### config.mk
export PLATFORM = sky130hd
export DESIGN_NAME = accum_iter_scheduler
export DESIGN_NICKNAME = d
export VERILOG_FILES = /design/src/rtl/accum_iter_scheduler.sv
export SDC_FILE = /design/constraint.sdc
export NUM_CORES = 1
export LEC_CHECK = 0
export ABC_CLOCK_PERIOD_IN_PS = 2700
export CORE_MARGIN = 3
export CORE_UTILIZATION = 50
export DETAILED_ROUTE_END_ITERATION = 12
export PLACE_DENSITY = 0.79
export SKIP_LAST_GASP = 1
export SLEW_MARGIN = 20
export SYNTH_ARGS = -nofsm -noshare
export SYNTH_HDL_FRONTEND = slang
export SYNTH_SLANG_ARGS = --single-unit
### constraint.sdc
create_clock -name clock -period 2.7 [get_ports clock]
set_input_delay 0.54 -clock clock [delete_from_list [all_inputs] [get_ports clock]]
set_output_delay 0.54 -clock clock [all_outputs]
set_load 0.05 [all_outputs]
### src/rtl/accum_iter_scheduler.sv
// Round-robin owner of the shared accumulator engine: grants one requester ITER_COUNT passes.
// Optional per-pass watchdog is built only when ITER_SCHED_TIMEOUT_EN is defined.
module accum_iter_scheduler #(
    parameter int unsigned NUM_REQ        = 4,
    parameter int unsigned ITER_COUNT     = 30,
    parameter int unsigned CNT_W          = 6,
    parameter int unsigned GID_W          = 2,
    parameter int unsigned TIMEOUT_CYCLES = 1024
) (
    input  logic               clock,
    input  logic               reset,
    input  logic [NUM_REQ-1:0] in_req,
    input  logic               in_accumCalcDoneFlag,
    output logic               op_enableAccumCalc,
    output logic               op_grantValid,
    output logic [GID_W-1:0]   op_grantId,
    output logic [NUM_REQ-1:0] op_reqDone,
    output logic               op_busy,
    output logic               op_timeoutErr
);

    typedef enum logic [1:0] {StIdle, StRun, StGap, StDone} stateT;

    stateT              stateQ, stateD;
    logic [GID_W-1:0]   rrPtrQ, rrPtrD;
    logic [CNT_W-1:0]   iterCntQ, iterCntD;
    logic [GID_W-1:0]   grantIdQ, grantIdD;
    logic               grantValidQ, grantValidD;
    logic               enableQ, enableD;
    logic [NUM_REQ-1:0] reqDoneQ, reqDoneD;
    logic               busyQ;

    logic               anyReq;
    logic [GID_W-1:0]   winner;
    logic [GID_W-1:0]   nextPtr;
    logic               reqHeld;
    logic               wdExpired;

    assign anyReq  = |in_req;
    assign reqHeld = in_req[grantIdQ];
    assign nextPtr = (32'(grantIdQ) == NUM_REQ - 1) ? '0 : grantIdQ + GID_W'(1);

    // Later loop overrides the earlier one, so a set bit at or above rrPtr beats a wrapped one.
    always_comb begin
        winner = '0;
        for (int i = NUM_REQ - 1; i >= 0; i--) begin
            if (in_req[i]) winner = GID_W'(i);
        end
        for (int i = NUM_REQ - 1; i >= 0; i--) begin
            if (in_req[i] && (i >= int'(rrPtrQ))) winner = GID_W'(i);
        end
    end

`ifdef ITER_SCHED_TIMEOUT_EN
    localparam int unsigned WD_W = $clog2(TIMEOUT_CYCLES + 1);

    logic [WD_W-1:0] wdCntQ, wdCntD;
    logic            timeoutErrQ, timeoutErrD;

    // Counter is zero in the first cycle of every pass since it is cleared outside RUN.
    assign wdCntD      = (stateQ == StRun) ? wdCntQ + WD_W'(1) : '0;
    assign wdExpired   = (wdCntQ == WD_W'(TIMEOUT_CYCLES - 1));
    assign timeoutErrD = (stateQ == StRun) && reqHeld && !in_accumCalcDoneFlag && wdExpired;

    always_ff @(posedge clock or posedge reset) begin
        if (reset) begin
            wdCntQ      <= '0;
            timeoutErrQ <= 1'b0;
        end else begin
            wdCntQ      <= wdCntD;
            timeoutErrQ <= timeoutErrD;
        end
    end

    assign op_timeoutErr = timeoutErrQ;
`else
    logic unusedTimeout;

    assign unusedTimeout = ^TIMEOUT_CYCLES;
    assign wdExpired     = 1'b0;
    assign op_timeoutErr = 1'b0;
`endif

    // State register plus the registered outputs.
    always_ff @(posedge clock or posedge reset) begin
        if (reset) begin
            stateQ      <= StIdle;
            rrPtrQ      <= '0;
            iterCntQ    <= '0;
            grantIdQ    <= '0;
            grantValidQ <= 1'b0;
            enableQ     <= 1'b0;
            reqDoneQ    <= '0;
            busyQ       <= 1'b0;
        end else begin
            stateQ      <= stateD;
            rrPtrQ      <= rrPtrD;
            iterCntQ    <= iterCntD;
            grantIdQ    <= grantIdD;
            grantValidQ <= grantValidD;
            enableQ     <= enableD;
            reqDoneQ    <= reqDoneD;
            busyQ       <= (stateD != StIdle);
        end
    end

    // Next-state logic; a dropped request beats a done flag, which beats the watchdog.
    always_comb begin
        stateD = stateQ;
        unique case (stateQ)
            StIdle: if (anyReq) stateD = StRun;
            StRun: begin
                if (!reqHeld) begin
                    stateD = StIdle;
                end else if (in_accumCalcDoneFlag) begin
                    stateD = (iterCntQ == '0) ? StDone : StGap;
                end else if (wdExpired) begin
                    stateD = StIdle;
                end
            end
            StGap:   stateD = reqHeld ? StRun : StIdle;
            StDone:  stateD = StIdle;
            default: stateD = StIdle;
        endcase
    end

    // Next values of the registered outputs and datapath.
    always_comb begin
        rrPtrD      = rrPtrQ;
        iterCntD    = iterCntQ;
        grantIdD    = grantIdQ;
        grantValidD = grantValidQ;
        enableD     = enableQ;
        reqDoneD    = '0;
        unique case (stateQ)
            StIdle: begin
                if (anyReq) begin
                    grantValidD = 1'b1;
                    grantIdD    = winner;
                    enableD     = 1'b1;
                    iterCntD    = CNT_W'(ITER_COUNT - 1);
                end
            end
            StRun: begin
                if (!reqHeld || (!in_accumCalcDoneFlag && wdExpired)) begin
                    enableD     = 1'b0;
                    grantValidD = 1'b0;
                    rrPtrD      = nextPtr;
                end else if (in_accumCalcDoneFlag) begin
                    enableD = 1'b0;
                    if (iterCntQ == '0) begin
                        grantValidD        = 1'b0;
                        reqDoneD[grantIdQ] = 1'b1;
                        rrPtrD             = nextPtr;
                    end else begin
                        iterCntD = iterCntQ - CNT_W'(1);
                    end
                end
            end
            StGap: begin
                if (!reqHeld) begin
                    enableD     = 1'b0;
                    grantValidD = 1'b0;
                    rrPtrD      = nextPtr;
                end else begin
                    enableD = 1'b1;
                end
            end
            StDone: begin
                enableD     = 1'b0;
                grantValidD = 1'b0;
            end
            default: begin
                enableD     = 1'b0;
                grantValidD = 1'b0;
            end
        endcase
    end

    assign op_enableAccumCalc = enableQ;
    assign op_grantValid      = grantValidQ;
    assign op_grantId         = grantIdQ;
    assign op_reqDone         = reqDoneQ;
    assign op_busy            = busyQ;

endmodule

; ---- After elaboration in Yosys (flattened, before gate mapping)
; Cells that the tools add are included.
[totals]
ff_bits = 19
inputBits = 7
output_inout_bits = 10
word_cells = 83
[op_classes]
n_addsub = 2
n_lt_le_gt_ge = 5
n_eq_ne = 11
muxes = 42
reduce_logical = 15
[op_table]
columns = cell, n
row1 = $mux 2, 15
row2 = $mux 6, 4
row3 = $mux 4, 4
row4 = $mux 1, 12
row5 = $pmux 6 s2, 1
row6 = $ne 2x2->1 const B, 5
row7 = $pmux 1 s4, 2
row8 = $pmux 2 s4, 1
row9 = $reduce_and 4->1, 2
row10 = $eq 2x2->1 const B, 3
row11 = $logic_not 6->1, 1
row12 = $ne 3x3->1 const B, 2
row13 = $reduce_bool 2->1, 3
row14 = $sub 6x1->6 const B, 1
row15 = $reduce_and 5->1, 1
row16 = $ge 1x2->1 const A, 2
row17 = $logic_and 1x1->1, 4
row18 = $pmux 2 s2, 1
row19 = $reduce_and 2->1, 2
row20 = $reduce_or 4->1, 1
row21 = $lt 2x3->1 const B, 1
row22 = $add 2x1->2 const B, 1
row23 = $bmux 1 s2, 1
row24 = $demux 1 s2, 1
row25 = 4 further kinds, 4

; ---- Depth between registers and ports, before layout
[logic_depth]
word_depth = 8
ltp_mapped = 6
depth_no_buf = 6

; ---- Worst setup path after synthesis
; OpenSTA, ideal clock, no wires.
[synth_path]
kind = register -> register
start = register grantIdQ[0] (netlist: op_grantId[0])
end = register iterCntQ[2]
setup_ps = 133
t_arrival_ps = 1929
t_required_ps = 2567
setup_slack_ps = 638
path_stages_with_launch = 6
path_buffers = 1
synth_period_minus_slack_ps = 2062
path_cell_list = dfrtp_1 -> mux4_2 -> and3_4 -> buf_6 -> a311oi_1 -> a31oi_1
[synth_between]
elab_chain_cells = 4
[synth_rtl]
columns = item, line
row1 = "start, declared", 27  ; logic [GID_W-1:0] grantIdQ, grantIdD;
row2 = "start signal, assigned", 99  ; grantIdQ <= grantIdD;
row3 = $bmux 1 s2, 40  ; assign reqHeld = in_req[grantIdQ];
row4 = $mux 1 (implied by the code), 40
row5 = $ne 2x2->1 (no source line), -
row6 = $reduce_and 5->1 (no source line), -
row7 = "end signal, assigned", 98  ; iterCntQ <= iterCntD;
row8 = "end, declared", 26  ; logic [CNT_W-1:0] iterCntQ, iterCntD;
; No other way between the ends. The select of a mux whose other input is x is not followed.
; A chain may end at the register's enable or synchronous reset.

; ---- Final worst setup path
[layout_path]
start = register grantIdQ[0] (netlist: op_grantId[0])
end = output port op_grantId[0]
[layout_lines]
columns = item, line
row1 = "end, declared", 16  ; output logic [GID_W-1:0] op_grantId,
; No word-level cell between the ends.

==> results by group <==
Critical path
  – CP required: 2.16 ns
  – Reg-to-reg critical path startpoint: op_grantId[0]
  – Slowest stage cell on the critical path: clkdlybuf4s50_1
  – Setup crit end kind: primary output
  – CP Depth: 1
  – Crit path kind: flop to primary output
  – Crit path launch: op_grantId[0]
  – Delay-heaviest family, CP: buffers and inverters
  – Worst EP arrival: between 1.5 and 2 ns
  – Worst stage delay on the critical path: 0.85 ns
  – Path depth of the worst reg2reg path: 4
  – Worst-path cell chain: clkdlybuf4s50_1
  – CP max FO: 6
  – Buf+Inv Stages, Crit Path: 1
  – Worst setup SP type: flop

Detailed routing
  – Antenna Nets Post-Route: 0
  – Drt via density: 5.791
  – Initial DRT Pass Iterations: 4
  – DRT Wirelength: 2175 um
  – Initial DRC count: 30
  – Vias: 857
  – WL per Instance: 14.70 um
  – Remaining DRCs: 0

Die
  – Cell Rows: 16
  – IO Pins: 17
  – X dimension of the die: 52.07 um
  – Starting Density: roughly 54%
  – Die height: 52.07 um
  – Core Area: 1982 um2
  – DIE AREA: around 2700 um2

Finish
  – Layout cell share with drive strength beyond 1: 13.22%
  – Fin nets: 135
  – Area Overhead vs Synth: 18.87%
  – ANT cells: 0
  – Layout Cells excl Fill: roughly 150
  – Fin area: approximately 1300 um2

Global routing
  – First-pass GRT wire length: 3753 um
  – Initial antenna violation count: 0
  – Largest net degree at the start of global routing: 20
  – Total gr overflow: 0
  – Vias in the first global route: 790
  – GRT Util Overall: about 19%

Timing
  – RSZ-0062 raised after global routing: false
  – Final TNS setup: 0 ns
  – Slew @ Worst Pin: between 0.6 and 0.7 ns
  – Final worst slack: roughly 0.53 ns
  – Final Critical Period: 2.173 ns
  – F_max: approximately 0.46 GHz
  – Slew Limit Fails: 0
  – Slew HR: 54.17%
  – Setup Skew: 0.002845 ns
  – Final hold vios: 0
  – Period utilization: between 80 and 90%
  – # setup viols final: 0

Clocking
  – Skew-Pair Late Insertion Delay: 0.31 ns
  – CTS resizes: 0
  – CTS Buf Count: 3
  – Clock sinks: 19
  – H-Tree Depth: 1
  – Clk slew on worst S/H paths: 0.11 ns
  – CTS max path bufs: 2
  – Post-CTS setup buffers: 0
  – CTS tree: done
  – Root Buffer: clkbuf_4
  – Hold Buf Count CTS: 0

Synth
  – Syn_area_per_cell: between 10 and 15 um2
  – Syn Inst Count: 103
  – Synth cell types: 39
  – Top FF cell, synth: dfrtp_1
  – Seq/Total Area, Yosys: between 40 and 50%
  – Number of synthesized register bits: 19
  – Post-Syn Area: 1061 um2
  – Async SR Flop Fraction: 100.0%
  – Post-synth EDFFs: 0
  – Yosys warning count: 0
  – Mapped Nets: 116

Pwr
  – Total power: about 1300 uW
  – Power per cell area: 1027 nW/um2
  – Peak VDD IR: 0.7154 mV
  – Lkg Pwr: roughly 0.00056 uW

Placement
  – Pre-CTS setup slack: roughly 0.28 ns
  – DP Cell Count: between 100 and 150
  – Placed wire-length estimate: 1608 um
  – Port bufs: 15
  – Routability cong.: 0.8004
  – Post-DP Area: between 1000 and 1500 um2

Run status
  – Status: complete, no violations

Worst hold path
  – Min-delay src: iterCntQ[0]
  – Hold WC Path Type: flop to flop
  – Worst Hold Path Cells: 1

Flow run
  – Max cap viols: 0
[cell type report]
cell class              instances  area [um2]
fillers                       165       720.7
multi-input cells              74       536.8
flip-flops and latches         19       475.5
repair buffers                 16       157.7
well taps                      27       33.78
inverters                       8       30.03
clock buffers                   3       22.52
clock inverters                 1       5.005
[synth_stat cells, types with 2 or more instances]
cell | n | area [um2]
dfrtp_1 | 19 | 475.5
inv_1 | 8 | 30.03
nor2_1 | 8 | 30.03
a21oi_1 | 6 | 30.03
ha_1 | 6 | 75.07
and3_2 | 4 | 30.03
nand2b_1 | 4 | 25.02
nor3_1 | 4 | 20.02
o21ai_0 | 4 | 20.02
mux2i_1 | 3 | 30.03
nand2_1 | 3 | 11.26
nand3_1 | 3 | 15.01
mux2_2 | 2 | 22.52
nand3b_1 | 2 | 15.01
nand4b_1 | 2 | 17.52
nor4_1 | 2 | 12.51
[kinds of logic after synthesis]
group | count (synthesis) | synth area share, %
other | 1 | 0.3534
DFF | 19 | 44.81
muxes | 6 | 7.075
and+or+nand+nor | 38 | 21.11
AOI/OAI and AO/OA | 23 | 14.98
buffers and inverters | 10 | 4.599
adders and majority gates | 6 | 7.075
[final timing paths]
kind	to	slack [ns]
max reg2reg	iterCntQ[5]	0.86
min	iterCntQ[0]	0.51
min in group asynchronous	op_reqDone[2]	0.62
max in group asynchronous	rrPtrQ[1]	1.65
max	op_grantId[0]	0.53
min reg2reg	iterCntQ[0]	0.51
[per-layer routing]
metal / GRT usage, % / part of all wire (%) / vias up
met2: 28.03 / 46 / 26
met1: 27.55 / 47 / 417
li1: - / - / 409
met5: 0 / 0 / -
met3: 3.725 / 4.2 / 5
met4: 9.170 / 2.3 / 0
[where the power goes]
group          leakage (uW)  internal (uW)  switching, uW  total, uW
registers          0.000226            377            113        490
logic              0.000315            270            383        653
clock network     0.0000177           55.5           97.3        153
total              0.000559            703            593       1300
[layout by cell type, fill, tap and decap left out, types with 2 or more instances in the layout]
master,n
dfrtp_1,19
nand3b_1,2
nand2b_1,4
clkbuf_4,3
nor3_1,4
clkdlybuf4s50_1,15
mux2i_1,3
nand4b_1,2
a21oi_1,6
o21ai_0,4
mux2_2,2
nor4_1,2
ha_1,6
and3_2,4
nor2_1,8
nand2_1,3
inv_1,8
nand3_1,3
[stage by stage]
step / hold WS, ns / util [%]
6_report: 0.5089 / 63.64
5_1_grt: 0.5564 / 63.64
4_1_cts: 0.5133 / 63.64
3_5_place_dp: 0.4972 / 62.25
3_3_place_gp: 0.4924 / 62.25
2_1_floorplan: 0.4688 / -
[registers in the layout (all words and copies together), names as in the netlist]
register,cells
stateQ,2
op_grantId,2
op_grantValid,1
iterCntQ,6
op_busy,1
rrPtrQ,2
op_reqDone,4
op_enableAccumCalc,1
[worst reg2reg max path, stage by stage, from the launching register on]
cell      delay, ns
dfrtp_1        0.47
mux4_2         0.44
and3_4         0.27
nand2_1        0.18
o311ai_0       0.38
Note: power is estimated with default switching activity, not from simulation.
